$ cat src/rtl/issue_queue_if.sv
// Issue queue handshake bundle: decode-side push port and reservation-station issue port.
// The master modport is the environment (decode and reservation station); slave is the queue.
`ifndef REG_SIZE
`define REG_SIZE 5
`endif
`ifndef WORD_SIZE
`define WORD_SIZE 32
`endif

interface issue_queue_if;
   logic                   in_valid;
   logic [2:0]             in_unit;
   logic [`REG_SIZE-1:0]   in_reg1;
   logic [`REG_SIZE-1:0]   in_reg2;
   logic [`REG_SIZE-1:0]   in_reg3;
   logic                   in_hasimm;
   logic [`WORD_SIZE-1:0]  in_imm;
   logic                   in_ready;

   logic                   rs_enable;
   logic [2:0]             rs_unit;
   logic [`REG_SIZE-1:0]   rs_reg1;
   logic [`REG_SIZE-1:0]   rs_reg2;
   logic [`REG_SIZE-1:0]   rs_reg3;
   logic                   rs_hasimm;
   logic [`WORD_SIZE-1:0]  rs_imm;
   logic                   rs_accept;

   modport master (
      output in_valid, in_unit, in_reg1, in_reg2, in_reg3, in_hasimm, in_imm,
      input  in_ready,
      input  rs_enable, rs_unit, rs_reg1, rs_reg2, rs_reg3, rs_hasimm, rs_imm,
      output rs_accept
   );

   modport slave (
      input  in_valid, in_unit, in_reg1, in_reg2, in_reg3, in_hasimm, in_imm,
      output in_ready,
      output rs_enable, rs_unit, rs_reg1, rs_reg2, rs_reg3, rs_hasimm, rs_imm,
      input  rs_accept
   );
endinterface

$ cat src/rtl/issue_queue.sv
// Issue queue: circular FIFO of decoded instructions feeding a reservation station through an
// IDLE -> ISSUE -> WAIT handshake that retries until the station accepts.
// Optional macro ISSUE_QUEUE_STATS_EN builds a saturating retry counter on stall_count.
`ifndef REG_SIZE
`define REG_SIZE 5
`endif
`ifndef WORD_SIZE
`define WORD_SIZE 32
`endif

module issue_queue #(
   parameter int unsigned DEPTH = 8
) (
   input  logic                   clk,
   input  logic                   rst_n,
   issue_queue_if.slave           bus,
   output logic [$clog2(DEPTH):0] count,
   output logic [15:0]            stall_count
);
   localparam int unsigned PtrW = $clog2(DEPTH);
   localparam int unsigned CntW = PtrW + 1;

   typedef struct packed {
      logic [2:0]            unit;
      logic [`REG_SIZE-1:0]  reg1;
      logic [`REG_SIZE-1:0]  reg2;
      logic [`REG_SIZE-1:0]  reg3;
      logic                  hasimm;
      logic [`WORD_SIZE-1:0] imm;
   } entry_t;

   typedef enum logic [1:0] {StIdle, StIssue, StWait} state_e;

   entry_t          mem_q [DEPTH];
   entry_t          head, in_entry;
   entry_t          rs_q, rs_d;
   logic [PtrW-1:0] rd_ptr_q, rd_ptr_d, wr_ptr_q, wr_ptr_d;
   logic [CntW-1:0] count_q, count_d;
   state_e          state_q, state_d;
   logic            full, push, pop;

   // Ready comes from registered occupancy only, so a same-cycle pop never frees a full queue.
   assign full         = (count_q == CntW'(DEPTH));
   assign bus.in_ready = ~full;
   assign push         = rst_n & bus.in_valid & ~full;
   assign head         = mem_q[rd_ptr_q];
   assign in_entry     = '{unit: bus.in_unit, reg1: bus.in_reg1, reg2: bus.in_reg2,
                           reg3: bus.in_reg3, hasimm: bus.in_hasimm, imm: bus.in_imm};

   // Issue handshake: latch head, present it for one cycle, then pop or retry.
   always_comb begin
      state_d = state_q;
      rs_d    = rs_q;
      pop     = 1'b0;
      unique case (state_q)
         StIdle: begin
            if (count_q != '0) begin
               if (head.unit <= 3'b100) begin
                  rs_d    = head;
                  state_d = StIssue;
               end else begin
                  // Units 5..7 have no station; drop them silently.
                  pop = 1'b1;
               end
            end
         end
         StIssue: state_d = StWait;
         StWait: begin
            if (bus.rs_accept) begin
               pop     = 1'b1;
               state_d = StIdle;
            end else begin
               state_d = StIssue;
            end
         end
         default: state_d = StIdle;
      endcase
   end

   // Pointer and occupancy next-state; DEPTH is a power of two so pointers wrap naturally.
   always_comb begin
      wr_ptr_d = wr_ptr_q;
      rd_ptr_d = rd_ptr_q;
      if (push) wr_ptr_d = wr_ptr_q + PtrW'(1);
      if (pop)  rd_ptr_d = rd_ptr_q + PtrW'(1);
      count_d = count_q + CntW'(push) - CntW'(pop);
   end

   // Control state register with synchronous active-low reset.
   always_ff @(posedge clk) begin
      if (!rst_n) begin
         state_q  <= StIdle;
         rs_q     <= '0;
         rd_ptr_q <= '0;
         wr_ptr_q <= '0;
         count_q  <= '0;
      end else begin
         state_q  <= state_d;
         rs_q     <= rs_d;
         rd_ptr_q <= rd_ptr_d;
         wr_ptr_q <= wr_ptr_d;
         count_q  <= count_d;
      end
   end

   // Entry storage; contents need no reset since occupancy gates every read.
   always_ff @(posedge clk) begin
      if (push) mem_q[wr_ptr_q] <= in_entry;
   end

   assign count         = count_q;
   assign bus.rs_enable = (state_q == StIssue);
   assign bus.rs_unit   = rs_q.unit;
   assign bus.rs_reg1   = rs_q.reg1;
   assign bus.rs_reg2   = rs_q.reg2;
   assign bus.rs_reg3   = rs_q.reg3;
   assign bus.rs_hasimm = rs_q.hasimm;
   assign bus.rs_imm    = rs_q.imm;

`ifdef ISSUE_QUEUE_STATS_EN
   logic        stall;
   logic [15:0] stall_count_q, stall_count_d;

   assign stall = (state_q == StWait) & ~bus.rs_accept;

   // Count refused issue attempts, saturating.
   always_comb begin
      stall_count_d = stall_count_q;
      if (stall && (stall_count_q != 16'hFFFF)) stall_count_d = stall_count_q + 16'd1;
   end

   // Retry counter register.
   always_ff @(posedge clk) begin
      if (!rst_n) stall_count_q <= '0;
      else        stall_count_q <= stall_count_d;
   end

   assign stall_count = stall_count_q;
`else
   assign stall_count = '0;
`endif
endmodule
$ cat src/flat_wrapper.sv
// flat-port wrapper written by rule: the top's interface ports become plain ports
module issue_queue_flat 
#(
   parameter int unsigned DEPTH = 8
)
  (clk, rst_n, count, stall_count, bus_in_valid, bus_in_unit, bus_in_reg1, bus_in_reg2, bus_in_reg3, bus_in_hasimm, bus_in_imm, bus_in_ready, bus_rs_enable, bus_rs_unit, bus_rs_reg1, bus_rs_reg2, bus_rs_reg3, bus_rs_hasimm, bus_rs_imm, bus_rs_accept);
  issue_queue_if bus_i ();
  input  logic clk;
  input  logic rst_n;
  output logic [$clog2(DEPTH):0] count;
  output logic [15:0] stall_count;
  input wire logic [$bits(bus_i.in_valid)-1:0] bus_in_valid;
  input wire logic [$bits(bus_i.in_unit)-1:0] bus_in_unit;
  input wire logic [$bits(bus_i.in_reg1)-1:0] bus_in_reg1;
  input wire logic [$bits(bus_i.in_reg2)-1:0] bus_in_reg2;
  input wire logic [$bits(bus_i.in_reg3)-1:0] bus_in_reg3;
  input wire logic [$bits(bus_i.in_hasimm)-1:0] bus_in_hasimm;
  input wire logic [$bits(bus_i.in_imm)-1:0] bus_in_imm;
  output wire logic [$bits(bus_i.in_ready)-1:0] bus_in_ready;
  output wire logic [$bits(bus_i.rs_enable)-1:0] bus_rs_enable;
  output wire logic [$bits(bus_i.rs_unit)-1:0] bus_rs_unit;
  output wire logic [$bits(bus_i.rs_reg1)-1:0] bus_rs_reg1;
  output wire logic [$bits(bus_i.rs_reg2)-1:0] bus_rs_reg2;
  output wire logic [$bits(bus_i.rs_reg3)-1:0] bus_rs_reg3;
  output wire logic [$bits(bus_i.rs_hasimm)-1:0] bus_rs_hasimm;
  output wire logic [$bits(bus_i.rs_imm)-1:0] bus_rs_imm;
  input wire logic [$bits(bus_i.rs_accept)-1:0] bus_rs_accept;
  assign bus_i.in_valid = bus_in_valid;
  assign bus_i.in_unit = bus_in_unit;
  assign bus_i.in_reg1 = bus_in_reg1;
  assign bus_i.in_reg2 = bus_in_reg2;
  assign bus_i.in_reg3 = bus_in_reg3;
  assign bus_i.in_hasimm = bus_in_hasimm;
  assign bus_i.in_imm = bus_in_imm;
  assign bus_in_ready = bus_i.in_ready;
  assign bus_rs_enable = bus_i.rs_enable;
  assign bus_rs_unit = bus_i.rs_unit;
  assign bus_rs_reg1 = bus_i.rs_reg1;
  assign bus_rs_reg2 = bus_i.rs_reg2;
  assign bus_rs_reg3 = bus_i.rs_reg3;
  assign bus_rs_hasimm = bus_i.rs_hasimm;
  assign bus_rs_imm = bus_i.rs_imm;
  assign bus_i.rs_accept = bus_rs_accept;
  issue_queue #(.DEPTH(DEPTH)) u_core (.clk(clk), .rst_n(rst_n), .bus(bus_i), .count(count), .stall_count(stall_count));
endmodule
$ cat config.mk
export PLATFORM = sky130hd
export DESIGN_NAME = issue_queue_flat
export DESIGN_NICKNAME = d
export VERILOG_FILES = /design/src/rtl/issue_queue_if.sv /design/src/rtl/issue_queue.sv /design/src/flat_wrapper.sv
export SDC_FILE = /design/constraint.sdc
export NUM_CORES = 1
export LEC_CHECK = 0
export CAP_MARGIN = 10
export CORE_MARGIN = 4
export CORE_UTILIZATION = 40
export CTS_BUF_LIST = sky130_fd_sc_hd__clkbuf_8
export DETAILED_ROUTE_END_ITERATION = 8
export GPL_ROUTABILITY_DRIVEN = 0
export RECOVER_POWER = 25
export SLEW_MARGIN = 20
export SYNTH_ARGS = -nofsm -noshare
export SYNTH_HDL_FRONTEND = slang
export SYNTH_SLANG_ARGS = --single-unit
$ cat constraint.sdc
create_clock -name clk -period 7.86 [get_ports clk]
set_input_delay 1.179 -clock clk [delete_from_list [all_inputs] [get_ports clk]]
set_output_delay 1.179 -clock clk [all_outputs]
set_load 0.01 [all_outputs]
Word-level counts from Yosys, hierarchy flattened
Memory sizes are Yosys's and may differ from the RTL's. A register that Yosys moved wholly into a read port is not among the register bits.
Cells that the tools add are included.
{ "op_classes": {"addsub": 4, "magnitude_cmp": 1, "n_eq_ne": 5, "muxes": 12, "n_bitwise": 3, "n_reduce_logical": 4} }
{ "op_table": {"columns": ["op", "count"], "rows": [
  ["$add 3x1->3 const B", 2],
  ["$mux 1", 6],
  ["$mux 3", 2],
  ["$pmux 2 s3", 1],
  ["$add 4x1->4", 1],
  ["$eq 4x4->1 const B", 1],
  ["$mux 2", 2],
  ["$ne 2x1->1 const B", 2],
  ["$reduce_bool 4->1", 1],
  ["$sub 4x1->4", 1],
  ["$le 3x3->1 const B", 1],
  ["$reduce_and 3->1", 1],
  ["$and 1x1->1", 2],
  ["$eq 2x1->1 const B", 1],
  ["$eq 2x2->1 const B", 1],
  ["$logic_not 2->1", 1],
  ["$pmux 1 s2", 1],
  ["$reduce_and 2->1", 1],
  ["$not 1->1", 1]
]} }
{ "word_totals": {"regBits": 63, "ram_bits": 408, "input_bits": 55, "output_inout_bits": 73, "wordCells": 40, "n_memories": 1} }
{ "memory_table": {"columns": ["name", "depth", "word_bits", "read_ports", "rd_ports_with_merged_regs", "write_ports", "line", "rtl"], "rows": [
  ["u_core.mem_q", 8, 51, 1, 1, 1, "issue_queue.sv:34", "entry_t mem_q [DEPTH];"]
]} }

Depth between registers and ports, before layout
Gate-level depths: netlist (run 1).
{ "depth": {"depth_word": 6, "mapped_depth": 12, "depth_no_buf": 11} }

Worst setup path after synthesis (run 1)
Ideal clock, no wire load.
{ "synth_path": {"path_kind": "in2reg", "startpoint": "in bus_in_valid", "endpoint": "mem u_core.mem_q[0][0] (netlist bit), enable pin", "setup_ps": 523, "arrival_ps": 5380, "t_required_ps": 7337, "path_slack_ps": 1957, "cell_stages": 4, "path_buffers": 0, "cell_sequence": "a21boi_0 > and2_1 > nand2b_1 > nor3_1"} }
{ "synth_via": {"elab_chain_len": 4} }
{ "synth_rtl": {"columns": ["item", "line", "rtl"], "rows": [
  ["start, declared", "flat_wrapper.sv:12", "input wire logic [$bits(bus_i.in_valid)-1:0] bus_in_valid;"],
  ["$and 1x1->1 (2 in a row)", "issue_queue.sv:45", "assign push = rst_n & bus.in_valid & ~full;"],
  ["named net u_core.push", "issue_queue.sv:40", "logic full, push, pop;"],
  ["$mux 1", "issue_queue.sv:108", "if (push) mem_q[wr_ptr_q] <= in_entry;"],
  ["$mux 1 (implied by the code)", "issue_queue.sv:108", null],
  ["end, declared", "issue_queue.sv:34", null]
]} }
The timed path passes the listed nets, and every way through them passes these cells.

==> results of run 1 <==
-- metrics by stage --
| stage | instance area [sq um] | instances |
|---|---|---|
| 4_1_cts | 21210 | 1681 |
| 6_report | 21210 | 1681 |
| 3_5_place_dp | 19760 | 1538 |
| 3_3_place_gp | 19760 | 1538 |
| 5_1_grt | 21210 | 1681 |
| 2_1_floorplan | 18090 | 887 |
-- sequential cells by signal, indices dropped and copies added, names as in the netlist, named ones only --
signal                cells
u_core.bus.rs_hasimm      1
u_core.state_q            2
u_core.bus.rs_reg2        5
u_core.wr_ptr_q           3
u_core.bus.rs_unit        3
u_core.bus.rs_reg3        5
u_core.bus.rs_imm        32
u_core.bus.rs_reg1        5
u_core.rd_ptr_q           3
u_core.mem_q            408
u_core.count              4
-- worst max-delay path, stage by stage, from the launching register on --
cell and delay [ns]:
dfxtp_4 1.05, buf_4 0.56, mux2_2 0.44, o211ai_1 0.12, o21a_1 0.41, xnor2_1 0.17, ha_1 0.19, inv_1 0.06
fa_1 0.40, xnor2_1 0.13, and2_1 0.15
-- logic make-up after synthesis --
group	count (synthesis)	share of synthesized area (%)
xor gates and xnor gates	5	0.2429
adders and majority gates	8	0.5967
buffers and inverters	72	2.186
AOI/OAI and AO/OA	60	3.116
other	1	0.02080
and+or+nand+nor	92	2.588
muxes	160	15.98
DFF	474	75.27
-- per-layer routing --
metal  vias to the layer above  global-route usage (%)  wire (microns)  part of all wire (%)
met5                         -                       0              13                 0.036
met4                         2                   4.333             542                   1.5
met3                        45                   3.447            1945                   5.3
met2                       254                   26.36           18880                    52
met1                      4451                   19.49           15100                    41
li1                       3858                       -               -                     -
-- worst max-delay path by stage --
stage	endpoint	cells past startpoint	start	slack (ns)
5_1_grt	u_core.count[2]$_SDFF_PN0_	10	register	3.80
3_3_place_gp	u_core.mem_q[3][46]$_DFFE_PP_	6	bus_in_valid	3.60
6_report	u_core.count[2]$_SDFF_PN0_	10	register	4.07
4_1_cts	u_core.count[2]$_SDFF_PN0_	10	register	3.98
3_5_place_dp	u_core.mem_q[3][31]$_DFFE_PP_	6	bus_in_valid	3.56
2_1_floorplan	u_core.mem_q[0][0]$_DFFE_PP_	4	bus_in_valid	1.96
-- where the power goes --
part / internal (mW) / switching (mW)
sequential: 2.92 / 0.170
clock: 1.04 / 0.930
combinational: 0.789 / 0.774
-- layout by cell type (no fill, tap or decap), types with 6 or more instances in the layout --
cell	synthesis	final
nand2_1	12	12
and2_1	8	7
nand3_1	48	48
dfxtp_1	66	63
ha_1	7	7
edfxtp_1	408	408
clkinv_1	0	7
inv_1	4	42
clkdlybuf4s50_1	0	77
buf_4	18	16
nand2b_1	7	7
dlygate4sd3_1	0	33
conb_1	1	16
nor2_4	0	6
mux2i_1	55	55
clkbuf_8	0	86
mux4_2	102	102
clkinv_2	0	7
o211a_1	49	49
-- cell type report --
cell class | instances | area (sq um) | share of cell area, %
inverters | 4 | 15.01 | 0.07078
flip-flops and latches | 474 | 13580 | 64.04
clock buffers | 86 | 1184 | 5.580
well taps | 592 | 740.7 | 3.492
multi-input cells | 341 | 4198 | 19.79
repair buffers | 127 | 1226 | 5.781
clock inverters | 57 | 264.0 | 1.245
==> impl_metrics.env, run 1 <==
export IMPL_status="finished clean"
export IMPL_port_buffer_count=111
export IMPL_r2r_slack_ns=4.07
export IMPL_core_area_sq_um=44410
export IMPL_worstHoldStart="u_core.bus.rs_unit[1]$_SDFFE_PN0P_"
export IMPL_utilization_pct=47.76
export IMPL_worstSetupPathType="register to register"
export IMPL_fin_setup_tns_ns=0
export IMPL_power_leakage_nw=7.195
export IMPL_die_w_microns=220.3
export IMPL_start_util_pct=40.60
export IMPL_holdPathStages=2
export IMPL_rsz0062_at_grt="no"
export IMPL_hpwl_microns=19940
export IMPL_synth_common_cells="edfxtp_1 (408), mux4_2 (102), dfxtp_1 (66)"
export IMPL_antenna_found_initial=4
export IMPL_setup_viol=0
export IMPL_synth_top_cell_by_area="edfxtp_1"
export IMPL_cts_setup_buffers=0
export IMPL_cts_tree="yes"
export IMPL_drt_iter0_drc=559
export IMPL_postCtsResizedCells=0
export IMPL_cts_buffer_depth=3
export IMPL_synth_top_area_share_pct=67.94
export IMPL_tightest_slew_ns=1.069
export IMPL_synth_cell_type_count=35
export IMPL_holdWs_ns=0.4722
export IMPL_ant_nets=0
export IMPL_synthesis_area_sq_um=18030
export IMPL_grt_pass1_vias=9380
export IMPL_syn_inst=872
export IMPL_async_reset_ff_share_pct=0
export IMPL_reg2reg_depth=10
export IMPL_synth_area_leaders="edfxtp_1 (68%), mux4_2 (13%), dfxtp_1 (7.3%)"
export IMPL_numCtsBuffers=78
export IMPL_via_per_inst=5.122
export IMPL_dieArea_sq_um=48540
export IMPL_worstPathArrival_ns=4.29
export IMPL_diodes=0
export IMPL_crit_fanout=68
export IMPL_p_per_area_nw_per_um2=311.9
export IMPL_grt_pass1_wl_microns=55700
export IMPL_slew_violations=0
export IMPL_wire_per_inst_microns=21.71
export IMPL_clkTransAtPathRegs_ns=0.06
export IMPL_start_kind="register"
export IMPL_ys_ff_latch=474
export IMPL_synth_flop_cell="edfxtp_1"
export IMPL_layout_setup_ws_ns=4.067
export IMPL_synth_avg_cell_area_sq_um=20.68
export IMPL_max_freq_ghz=0.2636
export IMPL_drive_gt1_share_pct=21.58
export IMPL_drcViolationCount=0
export IMPL_synthMostInstantiatedCell="edfxtp_1"
export IMPL_synth_edf_count=408
export IMPL_worst_clock_skew_ns=0.01775
export IMPL_seq_area_frac_synth_pct=75.27
export IMPL_total_power_mw=6.617
export IMPL_syn_to_final_growth_pct=17.63
export IMPL_slew_headroom_pct=28.77
export IMPL_post_place_ws_ns=3.560
export IMPL_holdPathEnd="u_core.bus.rs_unit[1]$_SDFFE_PN0P_"
export IMPL_fillers=3678
export IMPL_grt_usage_pct=15.26
export IMPL_worstReg2RegEnd="u_core.count[2]$_SDFF_PN0_"
export IMPL_routed_wl_microns=36490
export IMPL_num_vias=8610
export IMPL_nets=1089
export IMPL_end_kind="register"
export IMPL_root_buffer="clkbuf_8"
export IMPL_die_h_microns=220.3
export IMPL_cts_sinks=474
export IMPL_max_vdd_ir_drop_mv=0.1834
export IMPL_max_cap_viol_count=0
export IMPL_period_minus_slack_ns=3.793
export IMPL_insertion_delay_ns=0.60
export IMPL_grt_ovfl_total=0
export IMPL_ctsHoldBuffers=0
export IMPL_required_ns=8.35
export IMPL_grt_max_degree=70
export IMPL_worstHoldPathType="register to register"
export IMPL_num_rows=77
export IMPL_synth_warnings=0
export IMPL_post_route_period_util_pct=48.26
export IMPL_htree_levels=3
export IMPL_drtPass1Iterations=5
export IMPL_finalHoldViolations=0
export IMPL_io_pins=128
Note: power is estimated with default switching activity, not from simulation.
==> inputs of run 2 (changes only) <==
- clock period: 7.86 -> 3.6 ns (I/O delays scaled with it)
==> impl_metrics.env, run 2 (synthesized netlist as in run 1, its figures left out) <==
export IMPL_worst_clock_skew_ns=0.04560
export IMPL_place_area_sq_um=19940
export IMPL_cts_tree="yes"
export IMPL_top_register="u_core.mem_q"
export IMPL_insertion_delay_ns=0.64
export IMPL_drcViolationCount=0
export IMPL_fillers=3649
export IMPL_start_util_pct=40.60
export IMPL_crit_chain="mux4_2, mux2_2, o211ai_1, o21a_1, buf_4, or2_2, ha_1, a21o_1, a21oi_1, xor2_1, and2_1"
export IMPL_port_buffer_count=111
export IMPL_power_leakage_nw=7.332
export IMPL_layout_commonest_cell="edfxtp_1"
export IMPL_ant_nets=0
export IMPL_critPathTopFamily="multiplexers"
export IMPL_post_route_period_util_pct=81.92
export IMPL_num_vias=8827
export IMPL_largest_register_ffs=408
export IMPL_hpwl_microns=22090
export IMPL_io_pins=128
export IMPL_grt_pass1_vias=9508
export IMPL_drtPass1Iterations=6
export IMPL_die_w_microns=220.3
export IMPL_tightest_slew_ns=0.8184
export IMPL_holdWs_ns=0.4770
export IMPL_max_freq_ghz=0.3391
export IMPL_antenna_found_initial=1
export IMPL_total_power_mw=15.14
export IMPL_p_per_area_nw_per_um2=700.9
export IMPL_nets=1104
export IMPL_crit_fanout=10
export IMPL_required_ns=4.11
export IMPL_drive_gt1_share_pct=23.76
export IMPL_layout_setup_ws_ns=0.6508
export IMPL_drt_iter0_drc=634
export IMPL_via_per_inst=5.192
export IMPL_worstPathArrival_ns=3.46
export IMPL_grt_ovfl_total=0
export IMPL_die_h_microns=220.3
export IMPL_worst_path_largest_cell_delay_ns=0.53
export IMPL_design_area_sq_um=21590
export IMPL_postCtsResizedCells=0
export IMPL_seq_area_sq_um=13580
export IMPL_core_area_sq_um=44410
export IMPL_grt_max_degree=82
export IMPL_dieArea_sq_um=48540
export IMPL_max_cap_viol_count=0
export IMPL_mostFrequentLayoutCells="edfxtp_1 (408), mux4_2 (102), clkbuf_8 (86), clkdlybuf4s50_1 (76), dfxtp_1 (63)"
export IMPL_multi_input_area_sq_um=4210
export IMPL_period_minus_slack_ns=2.949
export IMPL_finalHoldViolations=0
export IMPL_rsz0062_at_grt="no"
export IMPL_cts_sinks=474
export IMPL_worstSetupPathType="register to register"
export IMPL_grt_usage_pct=16.00
export IMPL_num_rows=77
export IMPL_setup_viol=0
export IMPL_routed_wl_microns=37890
export IMPL_start_kind="register"
export IMPL_status="finished clean"
export IMPL_cp_slowest_cell="mux4_2"
export IMPL_post_place_ws_ns=0.6298
export IMPL_syn_to_final_growth_pct=19.75
export IMPL_htree_levels=3
export IMPL_end_kind="register"
export IMPL_cts_buffer_depth=3
export IMPL_grt_pass1_wl_microns=58080
export IMPL_slew_violations=0
export IMPL_root_buffer="clkbuf_8"
export IMPL_worstHoldStart="u_core.bus.rs_unit[0]$_SDFFE_PN0P_"
export IMPL_worstHoldPathType="register to register"
export IMPL_clkTransAtPathRegs_ns=0.06
export IMPL_max_vdd_ir_drop_mv=0.4328
export IMPL_wire_per_inst_microns=22.29
export IMPL_critPathBufInv=1
export IMPL_numCtsBuffers=79
export IMPL_cts_setup_buffers=0
export IMPL_slew_headroom_pct=45.44
export IMPL_ctsHoldBuffers=0
## run 2: cell types whose count changed in the layout (fill, tap and decap cells not counted), sizes merged
cell	change
buf	+14
bufinv	+6
clkdlybuf4s50	-1
clkinv	+7
diode	+1
dlygate4sd3	+1
inv	-9
## run 2: worst min-delay path: cells and delay by family, from the launching register on
kind | cells | cell delay (ns)
simple gates | 1 | 0.05
flops | 1 | 0.32
compound gates | 1 | 0.06
## run 2: metal layers
| metal | vias to the layer above | share of wire (%) | global-route usage, % |
|---|---|---|---|
| met5 | - | 0 | 0 |
| li1 | 3906 | - | - |
| met2 | 238 | 49 | 26.18 |
| met4 | 0 | 2.0 | 4.898 |
| met1 | 4620 | 45 | 21.90 |
| met3 | 63 | 4.7 | 3.200 |
## run 2: final cells by class
class	count	area share (%)
diodes	1	0.01159
clock buffers	86	5.481
clock inverters	61	2.150
inverters	4	0.06953
multi-input cells	341	19.50
flip-flops and latches	474	62.91
well taps	592	3.430
repair buffers	141	6.455
## run 2: path summary, 6_finish.rpt
check	to	cells past startpoint	slack (ns)
hold reg to reg	u_core.bus.rs_unit[0]$_SDFFE_PN0P_	2	0.48
setup reg to reg	u_core.count[3]$_SDFF_PN0_	11	0.65
hold / removal	u_core.bus.rs_unit[0]$_SDFFE_PN0P_	2	0.48
setup / recovery	u_core.count[3]$_SDFF_PN0_	11	0.65
## run 2: power breakdown
group,total (mW),internal [mW],switching (mW)
Sequential,6.58,6.37,0.211
Clock,4.86,2.73,2.13
Combinational,3.70,1.79,1.91
## run 2: metrics by stage
| step | util [%] | setup TNS [ns] | instances |
|---|---|---|---|
| final | 48.62 | 0 | 1700 |
| after global routing | 48.62 | 0 | 1699 |
| after CTS | 48.62 | 0 | 1699 |
| after detailed placement | 44.91 | 0 | 1552 |
| after global placement | 44.91 | 0 | 1552 |
| after floorplan | - | -119.38 | 887 |
==> inputs of run 3 (changes only) <==
- clock period: 3.6 -> 2.83 ns (I/O delays scaled with it)
==> impl_metrics.env, run 3 (synthesized netlist as in run 1, its figures left out) <==
export IMPL_layout_commonest_cell="edfxtp_1"
export IMPL_start_util_pct=40.60
export IMPL_power_share_switching_pct=28.41
export IMPL_end_kind="register"
export IMPL_reg2reg_depth=12
export IMPL_numCtsBuffers=76
export IMPL_antenna_found_initial=5
export IMPL_power_leakage_nw=7.388
export IMPL_clkTransAtPathRegs_ns=0.06
export IMPL_largest_register_ffs=408
export IMPL_fillers=3646
export IMPL_grt_max_degree=69
export IMPL_violations="setup timing"
export IMPL_slew_headroom_pct=42.41
export IMPL_routed_wl_microns=38560
export IMPL_start_kind="register"
export IMPL_via_per_inst=5.183
export IMPL_intPower_mw=13.51
export IMPL_slew_violations=0
export IMPL_dieArea_sq_um=48540
export IMPL_holdPathStages=4
export IMPL_port_buffer_count=111
export IMPL_core_area_sq_um=44410
export IMPL_cts_buffer_depth=3
export IMPL_worst_clock_skew_ns=0.02097
export IMPL_max_vdd_ir_drop_mv=0.5026
export IMPL_max_freq_ghz=0.3484
export IMPL_p_seq_share_pct=44.3
export IMPL_mostFrequentLayoutCells="edfxtp_1 (408), mux4_2 (102), clkbuf_8 (84), clkdlybuf4s50_1 (79), dfxtp_1 (62)"
export IMPL_layout_setup_ws_ns=-0.03993
export IMPL_syn_to_final_growth_pct=20.27
export IMPL_drive_gt1_share_pct=24.66
export IMPL_cp_slowest_cell="mux4_2"
export IMPL_io_pins=128
export IMPL_period_minus_slack_ns=2.870
export IMPL_p_per_area_nw_per_um2=870.1
export IMPL_root_buffer="clkbuf_8"
export IMPL_worstPathArrival_ns=3.35
export IMPL_nets=1120
export IMPL_wire_per_inst_microns=22.58
export IMPL_cts_sinks=474
export IMPL_cts_tree="yes"
export IMPL_grt_pass1_vias=9481
export IMPL_grt_pass1_wl_microns=59040
export IMPL_place_area_sq_um=20160
export IMPL_grt_ovfl_total=0
export IMPL_die_w_microns=220.3
export IMPL_setup_viol=2
export IMPL_hpwl_microns=21070
export IMPL_design_area_sq_um=21690
export IMPL_drtPass1Iterations=5
export IMPL_crit_fanout=6
export IMPL_worstSetupPathType="register to register"
export IMPL_post_route_period_util_pct=101.4
export IMPL_num_rows=77
export IMPL_ant_nets=0
export IMPL_drcViolationCount=0
export IMPL_required_ns=3.31
export IMPL_worstHoldPathType="input pin to register"
export IMPL_cp_common_cell="buf_4"
export IMPL_status="finished with violations"
export IMPL_max_cap_viol_count=0
export IMPL_tightest_slew_ns=0.8638
export IMPL_drt_iter0_drc=428
export IMPL_crit_chain="mux4_2, mux2_4, o211ai_1, o21a_1, xnor2_1, ha_2, buf_4, buf_4, a21o_1, a21oi_2, xor2_1, and2_1"
export IMPL_die_h_microns=220.3
export IMPL_grt_usage_pct=16.29
export IMPL_worst_path_largest_cell_delay_ns=0.51
export IMPL_top_register="u_core.mem_q"
export IMPL_htree_levels=3
export IMPL_pwr_share_comb_pct=26.8
export IMPL_finalHoldViolations=0
export IMPL_insertion_delay_ns=0.60
export IMPL_num_vias=8853
export IMPL_pwr_share_clk_pct=28.9
export IMPL_rsz0062_at_grt="yes"
export IMPL_switchingPower_mw=5.362
export IMPL_total_power_mw=18.87
run 3: changes by cell type in the layout (fill, tap and decap cells not counted), sizes merged:
cell,delta
buf,+19
bufinv,-5
clkdlybuf4s50,+3
clkinv,-3
dlygate4sd3,-3
clkbuf,-2
clkinvlp,-2
inv,+1
run 3: repair_timing:
item                                    CTS  global route
buffers inserted                          3             5
hold buffers                              0             0
resized for setup                         7             4
endpoints found under the setup margin    2             3
pin swaps                                 3             6
run 3: final cells by class:
type	instances	area (sq um)	area share [%]
tap	592	740.7	3.415
sequential	474	13590	62.64
antenna	1	2.502	0.01154
multi-input combinational	341	4267	19.67
inverter	4	15.01	0.06923
timing repair buffer	160	1653	7.621
clock inverter	52	267.8	1.235
clock buffer	84	1156	5.331
run 3: power groups by stage:
stage / Clock [mW] / Sequential [mW] / Combinational, mW
2_1_floorplan: 0 / 8.55 / 3.16
3_3_place_gp: 0 / 8.51 / 4.97
3_5_place_dp: 0 / 8.52 / 4.99
4_1_cts: 5.64 / 8.37 / 5.08
5_1_grt: 6.03 / 8.40 / 5.50
6_report: 5.46 / 8.36 / 5.06
run 3: worst paths after layout:
| kind | from | end | slack (ns) |
|---|---|---|---|
| max | register | u_core.count[3]$_SDFF_PN0_ | -0.04 |
| min | rst_n | u_core.count[0]$_SDFF_PN0_ | 0.45 |
| max reg2reg | register | u_core.count[3]$_SDFF_PN0_ | -0.04 |
| min reg2reg | u_core.rd_ptr_q[1]$_SDFFE_PN0P_ | register | 0.49 |
run 3: per-layer routing:
metal	up-vias	share of wire (%)	track usage, %	wire (microns)
met2	227	49	26.68	18800
met1	4644	44	22.17	17050
met5	-	0.052	0	20
li1	3922	-	-	-
met4	4	1.6	4.605	613
met3	56	5.4	3.639	2078
run 3: critical path, delay by kind of cell, from the launching register on:
kind	cells	cell delay [ns]
muxes	2	0.80
buffers and inverters	2	0.25
xor gates and xnor gates	2	0.15
adders and majority gates	1	0.19
DFF	1	0.41
and+or+nand+nor	1	0.14
AOI/OAI and AO/OA	4	0.80
run 3: stage by stage:
stage / setup TNS [ns] / hold WS (ns) / util, % / setup slack, ns / std cells
after global routing: -0.3091 / 0.4258 / 48.82 / -0.1395 / 1707
after floorplan: -1.755 / 0.4503 / - / -0.01758 / 887
final: -0.05342 / 0.4519 / 48.83 / -0.03993 / 1708
after detailed placement: -0.1007 / 0.4723 / 45.40 / -0.08743 / 1563
after CTS: -0.004566 / 0.3639 / 48.69 / -0.004566 / 1702
after global placement: -0.1166 / 0.4629 / 45.40 / -0.08468 / 1563
